`src/rtl/uart_pkg.sv`:
```
// Shared UART constants and types.
//   BYTE_W               - data byte width
//   DEFAULT_DEPTH        - default buffer depth (shared with the rx side)
//   DEFAULT_BUSY_TIMEOUT - default cycles to wait for tx_busy to rise
//   tx_state_e           - transmit launch FSM encoding
package uart_pkg;

    localparam int unsigned BYTE_W               = 8;
    localparam int unsigned DEFAULT_DEPTH        = 16;
    localparam int unsigned DEFAULT_BUSY_TIMEOUT = 15;
    localparam int unsigned TMO_W                = 8;

    typedef logic [BYTE_W-1:0] byte_t;

    typedef enum logic [1:0] {
        ST_IDLE      = 2'd0,
        ST_START     = 2'd1,
        ST_WAIT_BUSY = 2'd2,
        ST_WAIT_DONE = 2'd3
    } tx_state_e;

endpackage

```
`src/rtl/uart_tx_buffer_if.sv`:
```
// Host write channel into the transmit buffer.
//   wr_data  - host byte
//   wr_valid - host byte valid
//   wr_ready - buffer can accept a byte
// master = host side, slave = buffer side.
interface uart_tx_buffer_if;
    import uart_pkg::*;

    byte_t wr_data;
    logic  wr_valid;
    logic  wr_ready;

    modport master (output wr_data, output wr_valid, input wr_ready);
    modport slave  (input wr_data, input wr_valid, output wr_ready);

endinterface

```
`src/rtl/uart_fifo_mem.sv`:
```
// Synchronous byte FIFO with occupancy and flush.
//   clk, reset - clock, synchronous active-high reset
//   push_i     - write wdata_i at the tail
//   pop_i      - advance the head (rdata_o shows the head)
//   flush_i    - drop all entries; pointers equal next cycle
//   count_o    - occupancy 0..DEPTH
//   full_o     - count_o == DEPTH
//   empty_o    - count_o == 0
module uart_fifo_mem
    import uart_pkg::*;
#(
    parameter  int unsigned DEPTH = DEFAULT_DEPTH,
    localparam int unsigned AW    = $clog2(DEPTH)
) (
    input  logic        clk,
    input  logic        reset,
    input  logic        push_i,
    input  logic        pop_i,
    input  logic        flush_i,
    input  byte_t       wdata_i,
    output byte_t       rdata_o,
    output logic [AW:0] count_o,
    output logic        full_o,
    output logic        empty_o
);

    byte_t       mem_q [DEPTH];
    logic [AW:0] wptr_q;
    logic [AW:0] rptr_q;

    // Extra pointer bit distinguishes full from empty; wrap is modulo DEPTH.
    always_ff @(posedge clk) begin
        if (reset) begin
            wptr_q <= '0;
            rptr_q <= '0;
        end else begin
            if (push_i) begin
                wptr_q <= wptr_q + (AW+1)'(1);
            end
            if (flush_i) begin
                rptr_q <= wptr_q;
            end else if (pop_i) begin
                rptr_q <= rptr_q + (AW+1)'(1);
            end
        end
    end

    // Storage array, no reset needed.
    always_ff @(posedge clk) begin
        if (push_i) begin
            mem_q[wptr_q[AW-1:0]] <= wdata_i;
        end
    end

    assign rdata_o = mem_q[rptr_q[AW-1:0]];
    assign count_o = wptr_q - rptr_q;
    assign full_o  = (count_o == (AW+1)'(DEPTH));
    assign empty_o = (count_o == '0);

endmodule

```
`src/rtl/uart_tx_buffer.sv`:
```
// Byte buffer and launch controller in front of the UART transmitter.
//   clk, reset    - clock, synchronous active-high reset
//   wr_if         - host valid/ready byte channel (slave)
//   flush_i       - discard queued bytes (in-flight byte unaffected)
//   clr_status_i  - clear sticky flags (a same-cycle set wins)
//   tx_data_o     - byte presented to the transmitter
//   tx_start_o    - one-cycle launch pulse
//   tx_busy_i     - transmitter busy for the duration of a frame
//   count_o       - FIFO occupancy 0..DEPTH
//   overflow_o    - sticky: wr_valid seen while full
//   timeout_err_o - sticky: tx_busy never rose after tx_start
module uart_tx_buffer
    import uart_pkg::*;
#(
    parameter  int unsigned DEPTH        = DEFAULT_DEPTH,
    parameter  int unsigned BUSY_TIMEOUT = DEFAULT_BUSY_TIMEOUT,
    localparam int unsigned AW           = $clog2(DEPTH)
) (
    input  logic              clk,
    input  logic              reset,
    uart_tx_buffer_if.slave   wr_if,
    input  logic              flush_i,
    input  logic              clr_status_i,
    output byte_t             tx_data_o,
    output logic              tx_start_o,
    input  logic              tx_busy_i,
    output logic [AW:0]       count_o,
    output logic              overflow_o,
    output logic              timeout_err_o
);

    tx_state_e        state_q, state_d;
    byte_t            tx_data_q, tx_data_d;
    logic             tx_start_q;
    logic [TMO_W-1:0] tmo_cnt_q, tmo_cnt_d;
    logic             overflow_q, overflow_d;
    logic             timeout_err_q, timeout_err_d;

    logic             full;
    logic             empty;
    logic             push;
    logic             pop;
    logic             tmo_hit;
    byte_t            fifo_rdata;

    // No bypass: a full buffer refuses writes even when popping this cycle.
    assign wr_if.wr_ready = !full && !flush_i && !reset;
    assign push           = wr_if.wr_valid && wr_if.wr_ready;

    uart_fifo_mem #(
        .DEPTH (DEPTH)
    ) u_fifo (
        .clk     (clk),
        .reset   (reset),
        .push_i  (push),
        .pop_i   (pop),
        .flush_i (flush_i),
        .wdata_i (wr_if.wr_data),
        .rdata_o (fifo_rdata),
        .count_o (count_o),
        .full_o  (full),
        .empty_o (empty)
    );

    // State and output registers.
    always_ff @(posedge clk) begin
        if (reset) begin
            state_q       <= ST_IDLE;
            tx_data_q     <= '0;
            tx_start_q    <= 1'b0;
            tmo_cnt_q     <= '0;
            overflow_q    <= 1'b0;
            timeout_err_q <= 1'b0;
        end else begin
            state_q       <= state_d;
            tx_data_q     <= tx_data_d;
            tx_start_q    <= (state_d == ST_START);
            tmo_cnt_q     <= tmo_cnt_d;
            overflow_q    <= overflow_d;
            timeout_err_q <= timeout_err_d;
        end
    end

    // Launch FSM, timeout counter and sticky flags.
    always_comb begin
        state_d   = state_q;
        tx_data_d = tx_data_q;
        tmo_cnt_d = tmo_cnt_q;
        pop       = 1'b0;
        tmo_hit   = 1'b0;

        case (state_q)
            ST_IDLE: begin
                if (!empty) begin
                    pop       = 1'b1;
                    tx_data_d = fifo_rdata;
                    state_d   = ST_START;
                end
            end
            ST_START: begin
                tmo_cnt_d = '0;
                state_d   = ST_WAIT_BUSY;
            end
            ST_WAIT_BUSY: begin
                if (tx_busy_i) begin
                    state_d = ST_WAIT_DONE;
                end else begin
                    tmo_cnt_d = tmo_cnt_q + TMO_W'(1);
                    // Byte is abandoned on timeout, not retried.
                    if (tmo_cnt_d == TMO_W'(BUSY_TIMEOUT)) begin
                        tmo_hit = 1'b1;
                        state_d = ST_IDLE;
                    end
                end
            end
            ST_WAIT_DONE: begin
                if (!tx_busy_i) begin
                    state_d = ST_IDLE;
                end
            end
            default: state_d = ST_IDLE;
        endcase

        overflow_d    = (overflow_q && !clr_status_i) || (wr_if.wr_valid && full);
        timeout_err_d = (timeout_err_q && !clr_status_i) || tmo_hit;
    end

    assign tx_data_o     = tx_data_q;
    assign tx_start_o    = tx_start_q;
    assign overflow_o    = overflow_q;
    assign timeout_err_o = timeout_err_q;

endmodule

```
`src/flat_wrapper.sv`:
```
// flat-port wrapper written by rule: the top's interface ports become plain ports
module uart_tx_buffer_flat import uart_pkg::*;
#(
    parameter  int unsigned DEPTH        = DEFAULT_DEPTH,
    parameter  int unsigned BUSY_TIMEOUT = DEFAULT_BUSY_TIMEOUT,
    localparam int unsigned AW           = $clog2(DEPTH)
)
  (clk, reset, flush_i, clr_status_i, tx_data_o, tx_start_o, tx_busy_i, count_o, overflow_o, timeout_err_o, wr_if_wr_data, wr_if_wr_valid, wr_if_wr_ready);
  uart_tx_buffer_if wr_if_i ();
  input  logic clk;
  input  logic reset;
  input  logic flush_i;
  input  logic clr_status_i;
  output byte_t tx_data_o;
  output logic tx_start_o;
  input  logic tx_busy_i;
  output logic [AW:0] count_o;
  output logic overflow_o;
  output logic timeout_err_o;
  input wire logic [$bits(wr_if_i.wr_data)-1:0] wr_if_wr_data;
  input wire logic [$bits(wr_if_i.wr_valid)-1:0] wr_if_wr_valid;
  output wire logic [$bits(wr_if_i.wr_ready)-1:0] wr_if_wr_ready;
  assign wr_if_i.wr_data = wr_if_wr_data;
  assign wr_if_i.wr_valid = wr_if_wr_valid;
  assign wr_if_wr_ready = wr_if_i.wr_ready;
  uart_tx_buffer #(.DEPTH(DEPTH), .BUSY_TIMEOUT(BUSY_TIMEOUT)) u_core (.clk(clk), .reset(reset), .wr_if(wr_if_i), .flush_i(flush_i), .clr_status_i(clr_status_i), .tx_data_o(tx_data_o), .tx_start_o(tx_start_o), .tx_busy_i(tx_busy_i), .count_o(count_o), .overflow_o(overflow_o), .timeout_err_o(timeout_err_o));
endmodule
```
`config.mk`:
```
export PLATFORM = sky130hd
export DESIGN_NAME = uart_tx_buffer_flat
export DESIGN_NICKNAME = d
export VERILOG_FILES = /design/src/rtl/uart_pkg.sv /design/src/rtl/uart_tx_buffer_if.sv /design/src/rtl/uart_fifo_mem.sv /design/src/rtl/uart_tx_buffer.sv /design/src/flat_wrapper.sv
export SDC_FILE = /design/constraint.sdc
export NUM_CORES = 1
export LEC_CHECK = 0
export CAP_MARGIN = 0
export CORE_MARGIN = 10
export CORE_UTILIZATION = 45
export DETAILED_ROUTE_END_ITERATION = 10
export HOLD_SLACK_MARGIN = 0.1
export MAX_ROUTING_LAYER = met4
export PLACE_DENSITY = 0.73
export SLEW_MARGIN = 40
export SYNTH_ARGS = -nofsm -noshare
export SYNTH_HDL_FRONTEND = slang
export SYNTH_SLANG_ARGS = --single-unit
```
`constraint.sdc`:
```
create_clock -name clk -period 2.55 [get_ports clk]
set_input_delay 0.6375 -clock clk [delete_from_list [all_inputs] [get_ports clk]]
set_output_delay 0.6375 -clock clk [all_outputs]
set_load 0.03 [all_outputs]
```
; ---- Word-level counts from Yosys, hierarchy flattened
; Memories as Yosys holds them, arrays and structs flattened. A register that Yosys moved wholly into a read port is not among the register bits.
; Index checks and enable logic that the tools add are counted.
[totals]
latchBits = 0
mem_bits_ro = 0
regBits = 23
n_memories = 1
out_inout_bits = 17
ram_bits = 128
inputBits = 14
elab_cells = 54
[mem_list]
columns = memory, depth, word_bits, rd, rd_ports_with_merged_regs, write_ports, line
row1 = u_core.u_fifo.mem_q, 16, 8, 1, 1, 1, uart_fifo_mem.sv:27  ; byte_t mem_q [DEPTH];
[op_classes]
bitwise_logic = 1
muxes = 16
order_cmp = 0
add_sub_neg = 4
div_mod_pow = 0
eq_ne = 7
multipliers = 0
reduce_logical = 18
shift = 0
[ops]
columns = operator, count
row1 = one-hot mux 8 bit (2 select lines), 1
row2 = "adder 5 x 1 -> 5 bit, second input constant", 2
row3 = 2-to-1 mux 5 bit, 2
row4 = "adder 8 x 1 -> 8 bit, second input constant", 1
row5 = "equality test 8 x 4 -> 1 bit, second input constant", 1
row6 = 2-to-1 mux 2 bit, 4
row7 = 2-to-1 mux 8 bit, 1
row8 = one-hot mux 2 bit (4 select lines), 1
row9 = 2-to-1 mux 1 bit, 7
row10 = logical AND 1 bit, 6
row11 = "equality test 5 bit, second input constant", 1
row12 = zero test 5 bit, 1
row13 = subtractor 5 bit, 1
row14 = "equality test 2 x 1 -> 1 bit, second input constant", 2
row15 = "equality test 2 bit, second input constant", 2
row16 = zero test 1 bit, 4
row17 = AND reduction 2 bit, 2
row18 = nonzero test 2 bit, 2
row19 = zero test 2 bit, 1
row20 = logical OR 1 bit, 2
row21 = "!= test 2 bit, second input constant", 1
row22 = inverter 1 bit, 1

; ---- Logic depth before layout (Yosys ltp)
[depth]
depth_word = 8
mapped_depth = 11

; ---- Modules after synthesis
; Synthesis repeated with hierarchy kept, for this count alone.
[hier_totals]
cells_unflattened = 428
area_unflattened_um2 = 6804.0
[modules_own_cells]
columns = mod, instances, area_per_inst_um2, cells_each
row1 = uart_fifo_mem, 1, 5806.8, 305
row2 = uart_tx_buffer, 1, 997.2, 123

; ---- Least setup slack after synthesis
; Ideal clock, no wire load.
[synth_path]
path_type = register to output
start = register u_core.u_fifo.wptr_q[0]
end = output wr_if_wr_ready
arrival_ns = 2.472
stages_incl_launch_ff = 9
slack_ns = -0.559
path_cell_list = dfxtp_1 > inv_1 > ha_1 > inv_1 > fa_1 > nand3b_1 > a211o_4 > a211oi_4 > nor3_1
[synth_between]
elab_chain_cells = 5
[synth_rtl]
columns = item, line
row1 = from (decl), uart_fifo_mem.sv:28  ; logic [AW:0] wptr_q;
row2 = from (signal assigned), uart_fifo_mem.sv:38  ; wptr_q <= wptr_q + (AW+1)'(1);
row3 = subtractor 5 bit, uart_fifo_mem.sv:56  ; assign count_o = wptr_q - rptr_q;
row4 = named net count_o[1], flat_wrapper.sv:17  ; output logic [AW:0] count_o;
row5 = equality test 5 bit, uart_fifo_mem.sv:57  ; assign full_o = (count_o == (AW+1)'(DEPTH));
row6 = zero test 1 bit, uart_tx_buffer.sv:47  ; assign wr_if.wr_ready = !full && !flush_i && !reset;
row7 = logical AND 1 bit (2 in series), uart_tx_buffer.sv:47
row8 = to (decl), flat_wrapper.sv:22  ; output wire logic [$bits(wr_if_i.wr_ready)-1:0] wr_if_wr_ready;
; The timed path passes the listed nets, and every way through them passes these cells.

; ---- Worst setup path in the final report
[layout_path]
start = register u_core.u_fifo.wptr_q[0]
end = output wr_if_wr_ready
[layout_between]
elab_chain_cells = 5
[layout_rtl]
columns = item, line
row1 = subtractor 5 bit, uart_fifo_mem.sv:56
row2 = equality test 5 bit, uart_fifo_mem.sv:57
row3 = zero test 1 bit, uart_tx_buffer.sv:47
row4 = logical AND 1 bit (2 in series), uart_tx_buffer.sv:47
; Every way passes these cells.

==> qor.yml <==
switching_share_pct: 25.25
die_w_um: 142.5
worstMarginPinSlew_ps: 697.4
p_sw_uw: 1647
drive_above_1_share_pct: 35.28
ys_ff_latch: 159
yosys_warnings: 0
crit_buf_inv: 3
yosysUniqueCellTypes: 56
clock_power_share_pct: 40.8
num_vias: 4235
crit_cells: 9
critPathKind: "register to output port"
critPathMaxStageDelay_ps: 460
async_flop_share_pct: 0
grt_pass1_wl_mm: 24.15
synthToLayoutAreaGrowth_pct: 26.71
violations: "setup timing"
critPathCaptureType: "output port"
hold_viol: 0
whs_path_depth: 2
fin_skew_ps: 10.88
peakVddDrop_uv: 492.7
cts_root_buffer: "clkbuf_16"
wl_per_cell_um: 21.72
grt_util_all_layers_pct: 16.01
seq_area_frac_synth_pct: 66.15
syn_area_per_cell_sq_um: 15.51
intPower_uw: 4877
finalSetupViolCount: 148
syn_inst: 435
period_share_pct: 122.6
cp.required_ps: 1910
drv_cap: 0
fmax_ghz: 0.3198
yosysMostFrequentCell: "edfxtp_1"
ys_top_cells_by_count: "128 x edfxtp_1, 32 x mux4_2, 31 x dfxtp_1"
n_antenna_cell: 0
syn_nets: 461
synth_flop_cell: "edfxtp_1"
routed_wl_mm: 15.51
die_h_um: 142.5
gp_congestion: 0.8340
fillers: 1040
dr.pass1.iters: 5
cts_inserted_buffers: 17
dp_hpwl_mm: 9.456
clock_path_buffers: 2
synth.area.top_cells: "edfxtp_1 57%, mux4_2 11%, dfxtp_1 9.2%"
hold-worst-slack_ps: 456.8
cts_tree: "yes"
cts-htree-levels: 4
synth.largest_area_cell: "edfxtp_1"
grt_pass1_vias: 4266
rows: 44
rr_worst_depth: 16
hold_path.class: "register to register"
drc: 0
period_needed_ps: 3127
synth.top_cell.area_share_pct: 56.95
vias_per_cell: 5.931
worstSkewPairLatency_ps: 420
nets: 543
drt-initial-drc-count: 335
initial_core_util_pct: 46.26
cp_slowest_cell: "fa_2"
path_clk_slew_ps: 60
ant_nets: 0
rsz0062_at_grt: "yes"
num_io_pins: 31
die_area_sq_um: 20300
slew_violations: 0
synthesis.area_sq_um: 6749
fin_ws_ps: -576.7
core_sq_um: 14590
antenna_found_initial: 0
slew_headroom_pct: 53.51
synth_edf_count: 128
status: "finished with violations"
critPathArrivalTime_ps: 2490
grt_overflow: 0
power_frac_comb_pct: 15.0
io_buffers: 30
crit_chain: "inv_4 > ha_4 > inv_2 > fa_2 > nand3b_1 > a211o_4 > a211oi_4 > nor3_4 > buf_6"
total_power_uw: 6525
startpoint_type: "register"
critPathTopFamily: "adder cells"
power.leakage_uw: 0.002833
grt_max_degree: 37
cts_hold_buf: 0
seq_power_share_pct: 44.2
cp_max_fo: 3
powerDensity_nw_per_um2: 762.9
cts.sink_count: 159
-- worst paths after layout --
path / from / endpoint / slack, ps
hold reg to reg: u_core.tx_data_o[0] / u_core.tx_data_o[0] / 460
hold / removal: u_core.tx_data_o[0] / u_core.tx_data_o[0] / 460
setup reg to reg: u_core.u_fifo.wptr_q[0] / u_core.tx_data_o[2] / -450
setup / recovery: u_core.u_fifo.wptr_q[0] / wr_if_wr_ready / -580
-- per-stage QoR --
| stage | TNS (ps) | worst slack (ps) | cells | area [sq um] | utilization, % |
|---|---|---|---|---|---|
| detailed placement | -34440 | -599.7 | 661 | 7507 | 51.46 |
| global route | -39000 | -645.0 | 714 | 8552 | 58.62 |
| CTS | -27840 | -594.9 | 711 | 8398 | 57.56 |
| finish | -25320 | -576.7 | 714 | 8552 | 58.62 |
| global placement | -24920 | -546.6 | 661 | 7507 | 51.46 |
| floorplan | -21160 | -291.8 | 435 | 6860 | - |
-- placed cells by master, fill, tap and decap left out, types with 4 or more instances in the layout --
cell	n
mux4_2	32
buf_4	40
or4_4	6
inv_1	10
and3_4	15
clkbuf_16	18
a21oi_2	6
clkdlybuf4s50_1	25
buf_6	9
xor2_1	4
o21ai_0	11
ha_1	8
nand2_1	17
a21oi_1	18
nand3_1	9
nor3_4	4
dfxtp_1	28
inv_6	5
o22ai_1	17
nor2_1	23
edfxtp_1	128
nand2b_1	4
nand3b_1	5
-- cell families (layout without fill, tap and decap cells) --
family | Yosys count | after routing | synth area share [%]
simple gates | 108 | 109 | 8.825
fa+ha+maj | 12 | 12 | 2.336
mux | 33 | 33 | 10.83
flops | 159 | 159 | 66.15
xor+xnor | 8 | 8 | 1.038
compound gates | 83 | 83 | 8.380
buf+inv | 32 | 126 | 2.447
-- routing by layer --
layer | up-vias | part of all wire (%) | track usage, %
met5 | - | 0 | -
met4 | 0 | 1.6 | 6.230
li1 | 1909 | - | -
met3 | 29 | 5.6 | 3.872
met2 | 147 | 52 | 25.89
met1 | 2150 | 41 | 18.94
-- flip-flops by register name, summed over array words and instances, names as in the netlist --
name / count
u_core.u_fifo.mem_q: 128
u_core.tmo_cnt_q: 8
u_core.tx_data_o: 8
u_core.u_fifo.rptr_q: 5
u_core.u_fifo.wptr_q: 5
u_core.state_q: 2
u_core.overflow_o: 1
u_core.timeout_err_o: 1
u_core.tx_start_o: 1
-- what timing repair did --
item / 4_1_cts / 5_1_grt
endpoints found under the setup margin: 138 / 152
pin swaps: 20 / 27
cloned: 2 / 1
resized for setup: 46 / 32
buffers inserted: 16 / 8
-- worst min-delay path, cell delays in order (launching register included) --
cell and delay (ps):
dfxtp_1 320, o21ai_2 60, a21oi_2 40
-- final cells by class --
type / instances / area (sq um) / share of cell area, %
Sequential cell: 159 / 4471 / 52.28
Multi-Input combinational cell: 245 / 2406 / 28.13
Timing Repair Buffer: 80 / 767.0 / 8.969
Clock buffer: 17 / 425.4 / 4.974
Tap cell: 184 / 230.2 / 2.692
Clock inverter: 15 / 197.7 / 2.312
Inverter: 14 / 55.05 / 0.6437
-- power by group through the flow --
stage / logic (uW) / clock network (uW) / registers (uW)
after global placement: 781 / 0 / 2940
after floorplan: 460 / 0 / 2980
final: 980 / 2660 / 2880
after global routing: 1040 / 2820 / 2890
after CTS: 926 / 2700 / 2880
after detailed placement: 796 / 0 / 2940
(Power assumes the default switching activity.)
